### src/rtl/la_trigger_capture_pkg.sv
// ---------------------------------------------------------------------------
// la_trigger_capture_pkg
// Shared definitions for the logic-analyzer acquisition front end and the
// display generator downstream of it: FSM state encoding and the default
// sample period / capture width.
// ---------------------------------------------------------------------------
package la_trigger_capture_pkg;

  // Defaults shared with the trace display generator.
  localparam int LA_DIV_DEFAULT  = 125;  // 200 kHz sample rate at 25 MHz
  localparam int LA_COLS_DEFAULT = 80;   // display columns per capture

  // Prescaler width; covers the full legal DIV range of 2..255.
  localparam int LA_PRE_W = 8;

  typedef enum logic [1:0] {
    IDLE      = 2'd0,
    WAIT_TRIG = 2'd1,
    FIRST     = 2'd2,
    SECOND    = 2'd3
  } la_state_t;

endpackage

### src/rtl/la_sync.sv
// ---------------------------------------------------------------------------
// la_sync
// W-wide two-flop synchronizer for the asynchronous probe inputs.
// Ports:
//   clk  in   1  system clock
//   rst  in   1  asynchronous active-high reset (clears both stages)
//   d    in   W  asynchronous inputs
//   q    out  W  synchronized outputs, two clk cycles after d
// ---------------------------------------------------------------------------
module la_sync #(
  parameter int W = 4
) (
  input  logic         clk,
  input  logic         rst,
  input  logic [W-1:0] d,
  output logic [W-1:0] q
);

  logic [W-1:0] meta;

  always_ff @(posedge clk or posedge rst) begin
    if (rst) begin
      meta <= '0;
      q    <= '0;
    end else begin
      meta <= d;
      q    <= meta;
    end
  end

endmodule

### src/rtl/la_trigger_capture.sv
// ---------------------------------------------------------------------------
// la_trigger_capture
// Acquisition front end of the four-trace logic analyzer. Synchronizes the
// probes, waits for an armed trigger, samples every DIV clocks and writes
// two samples per channel into each display column.
//
// State table:
//   IDLE      | no capture in progress; waits for arm_tick
//   WAIT_TRIG | armed, watching trig_ch for the selected edge
//   FIRST     | waiting for the tick that takes the older sample of a column
//   SECOND    | waiting for the tick that takes the newer sample and writes
//
// Ports:
//   clk        in   1      system clock
//   rst        in   1      asynchronous active-high reset
//   arm_tick   in   1      start / restart a capture (one-cycle pulse)
//   trig_en    in   1      1 = wait for trigger edge, 0 = start on arm
//   trig_ch    in   2      channel watched for the trigger
//   trig_edge  in   1      0 = rising, 1 = falling
//   probe      in   NCH    asynchronous probe inputs
//   we         out  1      display RAM write strobe, one cycle per column
//   waddr      out  AW     column being written
//   wdata      out  2*NCH  {older, newer} sample pair per channel
//   busy       out  1      high while not IDLE
//   done       out  1      pulse coincident with the last we
// ---------------------------------------------------------------------------
module la_trigger_capture
  import la_trigger_capture_pkg::*;
#(
  parameter int NCH  = 4,
  parameter int DIV  = LA_DIV_DEFAULT,
  parameter int COLS = LA_COLS_DEFAULT,
  parameter int AW   = 7
) (
  input  logic             clk,
  input  logic             rst,
  input  logic             arm_tick,
  input  logic             trig_en,
  input  logic [1:0]       trig_ch,
  input  logic             trig_edge,
  input  logic [NCH-1:0]   probe,
  output logic             we,
  output logic [AW-1:0]    waddr,
  output logic [2*NCH-1:0] wdata,
  output logic             busy,
  output logic             done
);

  la_state_t state, state_n;

  logic [NCH-1:0]      sync;
  logic [NCH-1:0]      sync_d;
  logic [NCH-1:0]      older;
  logic [NCH-1:0]      older_n;
  logic [LA_PRE_W-1:0] pre_cnt;
  logic                tick;
  logic                clr_pre;
  logic                rise;
  logic                fall;
  logic                edge_hit;
  logic [AW-1:0]       col;
  logic [AW-1:0]       col_n;
  logic [AW-1:0]       waddr_n;
  logic [2*NCH-1:0]    wdata_n;
  logic                we_n;
  logic                done_n;

  la_sync #(.W(NCH)) u_sync (
    .clk (clk),
    .rst (rst),
    .d   (probe),
    .q   (sync)
  );

  // sync_d is deliberately left running while idle so that an edge already
  // in flight on the first WAIT_TRIG cycle is still seen.
  always_ff @(posedge clk or posedge rst) begin
    if (rst) sync_d <= '0;
    else     sync_d <= sync;
  end

  assign rise     = sync[trig_ch] & ~sync_d[trig_ch];
  assign fall     = ~sync[trig_ch] & sync_d[trig_ch];
  assign edge_hit = trig_edge ? fall : rise;

  // Free-running prescaler; realigned only when a capture (re)enters FIRST
  // so the sample grid starts at a fixed offset from the trigger.
  assign tick = (pre_cnt == LA_PRE_W'(DIV - 1));

  always_ff @(posedge clk or posedge rst) begin
    if (rst)          pre_cnt <= '0;
    else if (clr_pre) pre_cnt <= '0;
    else if (tick)    pre_cnt <= '0;
    else              pre_cnt <= pre_cnt + 1'b1;
  end

  always_ff @(posedge clk or posedge rst) begin
    if (rst) begin
      state <= IDLE;
      col   <= '0;
      older <= '0;
      we    <= 1'b0;
      done  <= 1'b0;
      waddr <= '0;
      wdata <= '0;
    end else begin
      state <= state_n;
      col   <= col_n;
      older <= older_n;
      we    <= we_n;
      done  <= done_n;
      waddr <= waddr_n;
      wdata <= wdata_n;
    end
  end

  always_comb begin
    state_n = state;
    col_n   = col;
    older_n = older;
    clr_pre = 1'b0;
    we_n    = 1'b0;
    done_n  = 1'b0;
    waddr_n = waddr;
    wdata_n = wdata;

    // arm_tick wins over everything, including a tick in SECOND: a restart
    // never emits the column that was in progress.
    if (arm_tick) begin
      col_n = '0;
      if (trig_en) begin
        state_n = WAIT_TRIG;
      end else begin
        state_n = FIRST;
        clr_pre = 1'b1;
      end
    end else begin
      case (state)
        IDLE: begin
        end
        WAIT_TRIG: begin
          if (edge_hit) begin
            state_n = FIRST;
            clr_pre = 1'b1;
          end
        end
        FIRST: begin
          if (tick) begin
            older_n = sync;
            state_n = SECOND;
          end
        end
        SECOND: begin
          if (tick) begin
            we_n    = 1'b1;
            waddr_n = col;
            for (int i = 0; i < NCH; i++) begin
              wdata_n[2*i+1] = older[i];
              wdata_n[2*i]   = sync[i];
            end
            if (col == AW'(COLS - 1)) begin
              done_n  = 1'b1;
              state_n = IDLE;
            end else begin
              col_n   = col + AW'(1);
              state_n = FIRST;
            end
          end
        end
        default: state_n = IDLE;
      endcase
    end
  end

  assign busy = (state != IDLE);

endmodule

### config.mk
export PLATFORM = sky130hd
export DESIGN_NAME = la_trigger_capture
export DESIGN_NICKNAME = d
export VERILOG_FILES = /design/src/rtl/la_trigger_capture_pkg.sv /design/src/rtl/la_sync.sv /design/src/rtl/la_trigger_capture.sv
export SDC_FILE = /design/constraint.sdc
export NUM_CORES = 1
export LEC_CHECK = 0
export BUFFER_PORTS_ARGS = -buffer_cell sky130_fd_sc_hd__buf_2
export CAP_MARGIN = 0
export CELL_PAD_IN_SITES_DETAIL_PLACEMENT = 1
export CELL_PAD_IN_SITES_GLOBAL_PLACEMENT = 2
export CORE_ASPECT_RATIO = 1.4
export CORE_UTILIZATION = 41
export DETAILED_ROUTE_END_ITERATION = 6
export GPL_ROUTABILITY_DRIVEN = 1
export PLACE_DENSITY = 0.86
export SYNTH_ARGS = -nofsm -noshare
export SYNTH_HDL_FRONTEND = slang
export SYNTH_SLANG_ARGS = --single-unit
### constraint.sdc
create_clock -name clk -period 3.3 [get_ports clk]
set_input_delay 0.165 -clock clk [delete_from_list [all_inputs] [get_ports clk]]
set_output_delay 0.165 -clock clk [all_outputs]
set_load 0.05 [all_outputs]
; Yosys cells after proc, flatten, opt, wreduce, memory -nomap -nowiden
; Index checks and enable logic that the tools add are counted.
[word_totals]
ff_bits = 50
out_inout_bits = 18
in_bits = 11
[op_classes]
n_addsub = 2
n_mux = 29
n_eq_ne = 9
n_bitwise = 5
reduce_logical = 8
order_cmp = 1
[ops]
columns = cell, n
row1 = $mux W7, 4
row2 = $mux W8, 2
row3 = $mux W1, 14
row4 = $mux W2, 6
row5 = $ne A3 B3 Y1 const B, 3
row6 = $reduce_and A3 Y1, 3
row7 = $add A8 B1 Y8 const B, 1
row8 = $eq A8 B7 Y1 const B, 1
row9 = $add A7 B1 Y7 const B, 1
row10 = $eq A7 B7 Y1 const B, 1
row11 = $pmux W2 S3, 1
row12 = $reduce_bool A2 Y1, 3
row13 = $bmux W1 S2, 2
row14 = $eq A2 B2 Y1 const B, 2
row15 = $reduce_and A4 Y1, 1
row16 = $reduce_bool A4 Y1, 1
row17 = $lt A2 B3 Y1 const B, 1
row18 = $not A1 Y1, 3
row19 = $and A1 B1 Y1, 2
row20 = $eq A2 B1 Y1 const B, 1
row21 = $ne A2 B2 Y1 const B, 1

; Longest topological paths before layout
; Gate-level depths: netlist of run 1.
[logic_depth]
depth_word = 9
ltp_mapped = 7
ltp_nobuf = 6

; Hierarchy
; Synthesis of run 1 repeated with hierarchy kept, for this count alone.
[hier_totals]
cells_unflattened = 164
hier_area_um2 = 2099.5
[by_module_without_submodules]
columns = mod, seq_area_each_um2, area_each_um2, instances, cells_each
row1 = la_trigger_capture, 1051.0, 1895.6, 1, 155
row2 = la_sync, 200.2, 203.9, 1, 9

; Least setup slack after synthesis of run 1
; No wires, ideal clock.
[synth_path]
path_type = register to register
startpoint = register sync_d[3]
endpoint = register pre_cnt[1]
required_time_ns = 3.180
stages_incl_launch_ff = 6
t_arrival_ns = 1.685
synth_period_minus_slack_ns = 1.804
setup_slack_ns = 1.496
n_path_buf = 0
path_cell_list = dfrtp_1 -> mux2_2 -> or2_1 -> mux4_2 -> or2_1 -> and3_1
[synth_via]
elab_chain_len = 9
word_cells_on_any_way = 10
cone_classes = 7 x mux / 3 x bitwise
[synth_rtl]
columns = element, line_no
row1 = from (decl), la_trigger_capture.sv:52  ; logic [NCH-1:0] sync_d;
row2 = from (signal assigned), la_trigger_capture.sv:79  ; else sync_d <= sync;
row3 = $bmux W1 S2 (*), "la_trigger_capture.sv:82, la_trigger_capture.sv:83"
row4 = $mux W1 (not written as such) (*), "la_trigger_capture.sv:82, la_trigger_capture.sv:83"
row5 = $not A1 Y1, la_trigger_capture.sv:82  ; assign rise = sync[trig_ch] & ~sync_d[trig_ch];
row6 = $and A1 B1 Y1, la_trigger_capture.sv:82
row7 = $mux W1 (*), la_trigger_capture.sv:84  ; assign edge_hit = trig_edge ? fall : rise;
row8 = $mux W1 (*), la_trigger_capture.sv:142  ; if (edge_hit) begin
row9 = $mux W1 (*), la_trigger_capture.sv:138  ; case (state)
row10 = $mux W1 (*), la_trigger_capture.sv:129  ; if (arm_tick) begin
row11 = $mux W8 (*), la_trigger_capture.sv:92  ; else if (clr_pre) pre_cnt <= '0;
row12 = to (signal assigned), la_trigger_capture.sv:94  ; else pre_cnt <= pre_cnt + 1'b1;
row13 = to (decl), la_trigger_capture.sv:55  ; logic [LA_PRE_W-1:0] pre_cnt;
; Mark *: on every way between the ends. The rest lies on a longest branch, timed or not. The select of a mux whose other input is x is not followed.
; A chain may end at the register's enable or synchronous reset.

; Worst setup path after layout of run 1
[layout_path]
startpoint = register pre_cnt[2]
endpoint = register wdata[5]
[layout_via]
elab_chain_len = 2
[layout_rtl]
columns = element, line_no
row1 = $eq A8 B7 Y1, la_trigger_capture.sv:88  ; assign tick = (pre_cnt == LA_PRE_W'(DIV - 1));
row2 = $reduce_and A3 Y1 (no source line), n/a
row3 = to (signal assigned), la_trigger_capture.sv:113  ; wdata <= wdata_n;
row4 = to (decl), la_trigger_capture.sv:44  ; output logic [2*NCH-1:0] wdata,
; No other way between the ends.

==> results of run 1 <==
[state kept, by name, indices dropped and copies added (netlist names)]
name	count
pre_cnt	8
state	2
sync_d	4
u_sync.meta	4
waddr	7
col	7
we	1
done	1
wdata	8
older	4
u_sync.q	4
[final timing paths]
| check | start | endpoint | slack (ns) | depth (start not counted) |
|---|---|---|---|---|
| max reg2reg | pre_cnt[2]$_DFF_PP0_ | wdata[5]$_DFFE_PP0P_ | 0.90 | 4 |
| max | pre_cnt[2]$_DFF_PP0_ | wdata[5]$_DFFE_PP0P_ | 0.90 | 4 |
| min | rst | pre_cnt[3]$_DFF_PP0_ | 0.09 | 2 |
| min in group clk | trig_en | state[0]$_DFFE_PP0P_ | 0.13 | 3 |
| min reg2reg | u_sync.meta[2]$_DFF_PP0_ | u_sync.q[2]$_DFF_PP0_ | 0.36 | 0 |
| max in group asynchronous | rst | col[5]$_DFFE_PP0P_ | 2.59 | 2 |
[power by group through the flow]
stage          Combinational [mW]  Sequential (mW)  Clock, mW
5_1_grt                     0.110            0.678      0.395
2_1_floorplan              0.0727            0.673          0
3_3_place_gp               0.0917            0.681          0
3_5_place_dp               0.0954            0.687          0
6_report                   0.0967            0.674      0.363
4_1_cts                    0.0995            0.675      0.382
[synth_stat cells]
master,n
a22oi_1,1
xnor2_1,1
or2_1,3
nor2_1,17
a21oi_1,1
mux2_2,21
and2_1,1
mux2i_1,2
clkbuf_1,3
nor2b_1,2
ha_1,3
and4_1,1
o21ai_2,1
o21ai_0,1
nand2_1,9
buf_2,1
inv_1,4
nand3_1,13
nand4_1,2
and4b_1,1
nand2b_1,1
mux4_2,1
and3_1,5
dfrtp_1,50
or2_2,1
xor2_1,12
a31oi_1,1
[layout make-up]
| type | count | area (sq um) | area share, % |
|---|---|---|---|
| Multi-Input combinational cell | 101 | 738 | 31.3 |
| Sequential cell | 50 | 1250 | 53.1 |
| Inverter | 4 | 15.0 | 0.637 |
| Timing Repair Buffer | 32 | 180 | 7.65 |
| Tap cell | 62 | 77.6 | 3.29 |
| Clock buffer | 5 | 68.8 | 2.92 |
| Clock inverter | 3 | 25.0 | 1.06 |
[per-layer routing]
metal	up-vias	wire (microns)	GRT usage, %
li1	604	-	-
met1	653	1540	19.6
met2	19	2190	31.1
met3	9	91	3.66
met4	0	106	7.47
met5	-	0	0
[cell families after synthesis]
logic type,count (synthesis)
compound gates,5
xor+xnor,13
fa+ha+maj,3
buf+inv,8
flops,50
mux,24
simple gates,56
[stage by stage]
step | power [mW] | instance area [sq um] | hold slack (ns) | instances
finish | 1.13 | 2360 | 0.0916 | 257
global route | 1.18 | 2360 | 0.157 | 257
CTS | 1.16 | 2360 | 0.119 | 257
detailed placement | 0.782 | 2220 | 0.275 | 245
global placement | 0.773 | 2220 | 0.273 | 245
floorplan | 0.746 | 2020 | 0.196 | 159
[repair_timing]
item | in CTS | in global routing
hold endpoints to repair | 4 | 0
gates resized for setup | 0 | 0
hold buffers | 4 | 0
==> metrics, run 1 <==
Crit path largest cell delay 0.64 ns; DR WL/cell 15.3 microns; pwr/cell area 481 mW/mm^2; vias per cell 5.00; RSZ-0062 raised after global routing false; largest net degree at the start of global routing 51; ANT cells 0; share of layout cells above drive strength 1 31.3%; Synth Net Count 173; critical path fanouts, max 16; most frequent cells in the layout 50 x dfrtp_1, 28 x buf_2, 21 x mux2_2, 17 x nor2_1, 13 x nand3_1; CTS clk-pin slew, worst paths 0.09 ns; internal power 0.834 mW; Fill cells 524; total negative slack 0 ns; IO Pins 29; Mapped Area 0.00202 sq mm; Clock Power Share 32.0%; final slew viol count 0; Sw Share 26.4%; CP cell instances and4_1 -> and4b_1 -> nand3_1 -> mux2_2; fin nets 208; CP Launch Type flop; total of max-cap violations 0; commonest non-fill, non-tap cell in the layout dfrtp_1; final WL 3.94 mm; Post-route DRC 0; first-pass GRT wire length 6.64 mm; CP bufs+invs 0; Reg power frac 59.4%; Remaining Overflow, GRT 0; post-synthesis simple-gate area fraction 13.6%; DR vias 1285; CTS Buffer Depth 2; initial DRC count 28; Seq/Total Area, Yosys 61.9%; Synth Area in Adders 1.86%; Core Rows 29; Compound-Gate Fraction of Synth Area 1.61%; Worst EP required 3.50 ns; CTS tree done; Max VDD drop 0.293 mV; Leak 1.21 nW; final hold violations 0; status finished, final reports clean; synth unique cells 27; post-CTS setup buffer count 0; H-Tree Depth 2; CP arrival 2.60 ns; Synth Register Bits 50; die width 61.3 microns; Die H 85.1 microns; initial antenna violation count 0; Final period util 72.8%; Synth Area in XOR/XNOR 5.63%; Post-Syn Area per Cell 12.7 sq um; HP Class primary input to asynchronous set/reset pin; worst slack, placed 0.850 ns; Worst path top cell family by delay simple AND/OR/NAND/NOR gates; Rel. slew slack 32.7%; Total GRT Usage 17.6%; antenna-violating nets left 0; IO buf count 28; Sw Pwr 0.299 mW; Slowest cell on crit path nand3_1; fmax 416 MHz; mux contribution to synthesized area 13.8%; final worst slack 0.897 ns; worst slew pin tran 1.01 ns; CTS buffer count 5; Initial Util 43.5%; Crit Path Class flop to flop; yosys warns 0; clk_skew 0.00444 ns; Gate power share 8.5%; Clock Latency Late Sink 0.31 ns; leading post-synthesis cells by cell area dfrtp_1 62%, mux2_2 12%, xor2_1 5.2%; Final GP Congestion 0.714; post-DP HPWL 2.91 mm; die area 0.00522 sq mm; Final Util 50.7%; biggest area consumer among synthesized cells dfrtp_1; Core Area 0.00464 sq mm; min Tclk post-route 2.40 ns; clock root buffer clkbuf_8; vias in the first global route 1407; clk sinks 50; CP endpoint kind flop; DR pass1 iterations 3; synthesis-to-layout area growth 16.6%; Yosys top cell area share 61.9%; Mapped Cells 159; final number of setup-violating endpoints 0; main combinational cell family by area after synthesis multiplexers
Power figures use the tool's default switching activity.
==> run 2: changes to the inputs <==
--- a/config.mk
+++ b/config.mk
@@ -10,10 +10,10 @@
 export CELL_PAD_IN_SITES_DETAIL_PLACEMENT = 1
 export CELL_PAD_IN_SITES_GLOBAL_PLACEMENT = 2
 export CORE_ASPECT_RATIO = 1.4
-export CORE_UTILIZATION = 41
+export CORE_UTILIZATION = 34
 export DETAILED_ROUTE_END_ITERATION = 6
 export GPL_ROUTABILITY_DRIVEN = 1
-export PLACE_DENSITY = 0.86
+export PLACE_DENSITY = 0.77
 export SYNTH_ARGS = -nofsm -noshare
 export SYNTH_HDL_FRONTEND = slang
 export SYNTH_SLANG_ARGS = --single-unit
==> constraint.sdc (replaced) <==
create_clock -name clk -period 2 [get_ports clk]
set_input_delay 0.1 -clock clk [delete_from_list [all_inputs] [get_ports clk]]
set_output_delay 0.1 -clock clk [all_outputs]
set_load 0.05 [all_outputs]
==> run 2 against run 1 <==
Largest cell class unchanged. Largest power group unchanged. Register-to-register slack lost 0.83 ns. Fmax grew 24%. Total power grew 68%.
==> metrics, run 2 (same netlist as run 1, synthesis figures left out) <==
Worst EP required 2.20 ns (-1.30 ns); Core Rows 32 (+10%); Remaining Overflow, GRT 0 (unchanged); CTS Buffer Depth 2 (unchanged); final hold violations 0 (unchanged); r2r setup slk 0.07 ns (-0.83 ns); DR WL/cell 15.4 microns (+0.63%); antenna-violating nets left 0 (unchanged); pwr/cell area 784 mW/mm^2 (+63%); initial antenna violation count 0 (unchanged); Regs by FF count pre_cnt: 8 flops, wdata: 8 flops; Core Area 0.00561 sq mm (+21%); fin nets 215 (+3.4%); ANT cells 0 (unchanged); Rel. slew slack 58.7% (+26 points); final number of setup-violating endpoints 0 (unchanged); die area 0.00626 sq mm (+20%); IO Pins 29 (unchanged); synthesis-to-layout area growth 20.2%; vias in the first global route 1478 (+5.0%); min Tclk post-route 1.93 ns (-0.469 ns); die width 67.2 microns (+9.5%); Crit Path Class flop to flop; clk_skew 0.00737 ns (+0.00292 ns); final worst slack 0.0654 ns (-0.831 ns); Leak 1.25 nW (+3.3%); Final Util 43.3% (-7.4 points); worst slew pin tran 0.619 ns (-0.389 ns); CP arrival 2.14 ns (-0.46 ns); CTS clk-pin slew, worst paths 0.10 ns (about the same); post-DP HPWL 3.01 mm (+3.6%); vias per cell 4.94 (-1.2%); worst slack, placed 0.112 ns (-0.738 ns); Fill cells 618 (+18%); share of layout cells above drive strength 1 33.2% (+1.9 points); CP Launch Type flop; Clock Latency Late Sink 0.30 ns (about the same); Die H 93.2 microns (+9.6%); first-pass GRT wire length 7.20 mm (+8.4%); total negative slack 0 ns (unchanged); CP endpoint kind flop; total of max-cap violations 0 (unchanged); Final period util 96.7% (+24 points); DR pass1 iterations 4 (+1); Initial Util 36.0% (-7.5 points); Total GRT Usage 15.7% (-1.9 points); CTS tree done; top routing layer in use met4; final slew viol count 0 (unchanged); initial DRC count 12 (-57%); clock root buffer clkbuf_8; final WL 4.16 mm (+5.7%); DR vias 1334 (+3.8%); post-CTS setup buffer count 0 (unchanged); met3 WL 80 microns (-12%); CTS buffer count 5 (unchanged); H-Tree Depth 2 (unchanged); status finished, final reports clean; most frequent cells in the layout 50 x dfrtp_1, 28 x buf_2, 21 x mux2_2, 17 x nor2_1, 13 x nand3_1; clk sinks 50 (unchanged); Post-route DRC 0 (unchanged); commonest non-fill, non-tap cell in the layout dfrtp_1; Met1 Wirelength 1.64 mm (+6.2%); HP Class primary input to flop; critical path fanouts, max 3 (-13); Max VDD drop 0.524 mV (+79%); RSZ-0062 raised after global routing false; largest net degree at the start of global routing 51 (unchanged); fmax 517 MHz (+24%); IO buf count 28 (unchanged); routed wl met2 2.39 mm (+9.1%); Final GP Congestion 0.717 (+0.39%)
[run 2: cell count changes in the layout (fill, tap and decap cells not counted)]
cell / previous run / this run
inv_8: 0 / 1
dlygate4sd3_1: 4 / 5
buf_4: 0 / 6
o21ai_2: 1 / 0
clkinvlp_4: 1 / 0
o21ai_4: 0 / 1
[run 2: area by class of cell]
class | instances | area, sq um | share of cell area (%)
flip-flops and latches | 50 | 1250 | 51.5
multi-input cells | 101 | 746 | 30.7
repair buffers | 39 | 235 | 9.68
well taps | 68 | 85.1 | 3.50
clock buffers | 5 | 68.8 | 2.83
clock inverters | 3 | 28.8 | 1.18
inverters | 4 | 15.0 | 0.618
[run 2: per-stage QoR]
step                      area (sq um)  power, mW  hold WS, ns  instances
after detailed placement          2270       1.30        0.209        257
after floorplan                   2020       1.23        0.131        159
final                             2430       1.90       0.0801        270
after CTS                         2420       1.93       0.0724        270
after global routing              2430       2.00       0.0695        270
after global placement            2270       1.28        0.208        257
[run 2: final timing paths]
| path | start | endpoint | cells after the start |
|---|---|---|---|
| hold reg to reg | u_sync.meta[3]$_DFF_PP0_ | u_sync.q[3]$_DFF_PP0_ | 0 |
| setup reg to reg | sync_d[3]$_DFF_PP0_ | pre_cnt[1]$_DFF_PP0_ | 5 |
| hold / removal | trig_en | state[0]$_DFFE_PP0P_ | 3 |
| setup / recovery | sync_d[3]$_DFF_PP0_ | pre_cnt[1]$_DFF_PP0_ | 5 |
| min in group asynchronous | rst | wdata[2]$_DFFE_PP0P_ | 4 |
| max in group asynchronous | rst | sync_d[2]$_DFF_PP0_ | 4 |
[run 2: timing repair]
| item | in CTS | in global routing |
|---|---|---|
| hold endpoints to repair | 54 | 0 |
| setup endpoints to repair | 0 | 2 |
| resized for setup | 0 | 1 |
| hold buffers | 5 | 0 |
[run 2: power by group]
part | internal, mW | switching (mW)
Combinational | 0.0742 | 0.0989
Sequential | 1.06 | 0.0540
Clock | 0.262 | 0.359
Total | 1.39 | 0.512
[run 2: routing by layer]
layer	track usage [%]	vias to the layer above
li1	-	618
met1	17.7	690
met2	28.7	22
met3	2.93	4
met4	4.79	0
met5	0	-
[run 2: worst max-delay path, cell delays in order (launching register included)]
cell     delay (ns)
dfrtp_1        0.37
mux2_2         0.27
or2_1          0.23
mux4_2         0.52
or2_1          0.27
and3_1         0.16
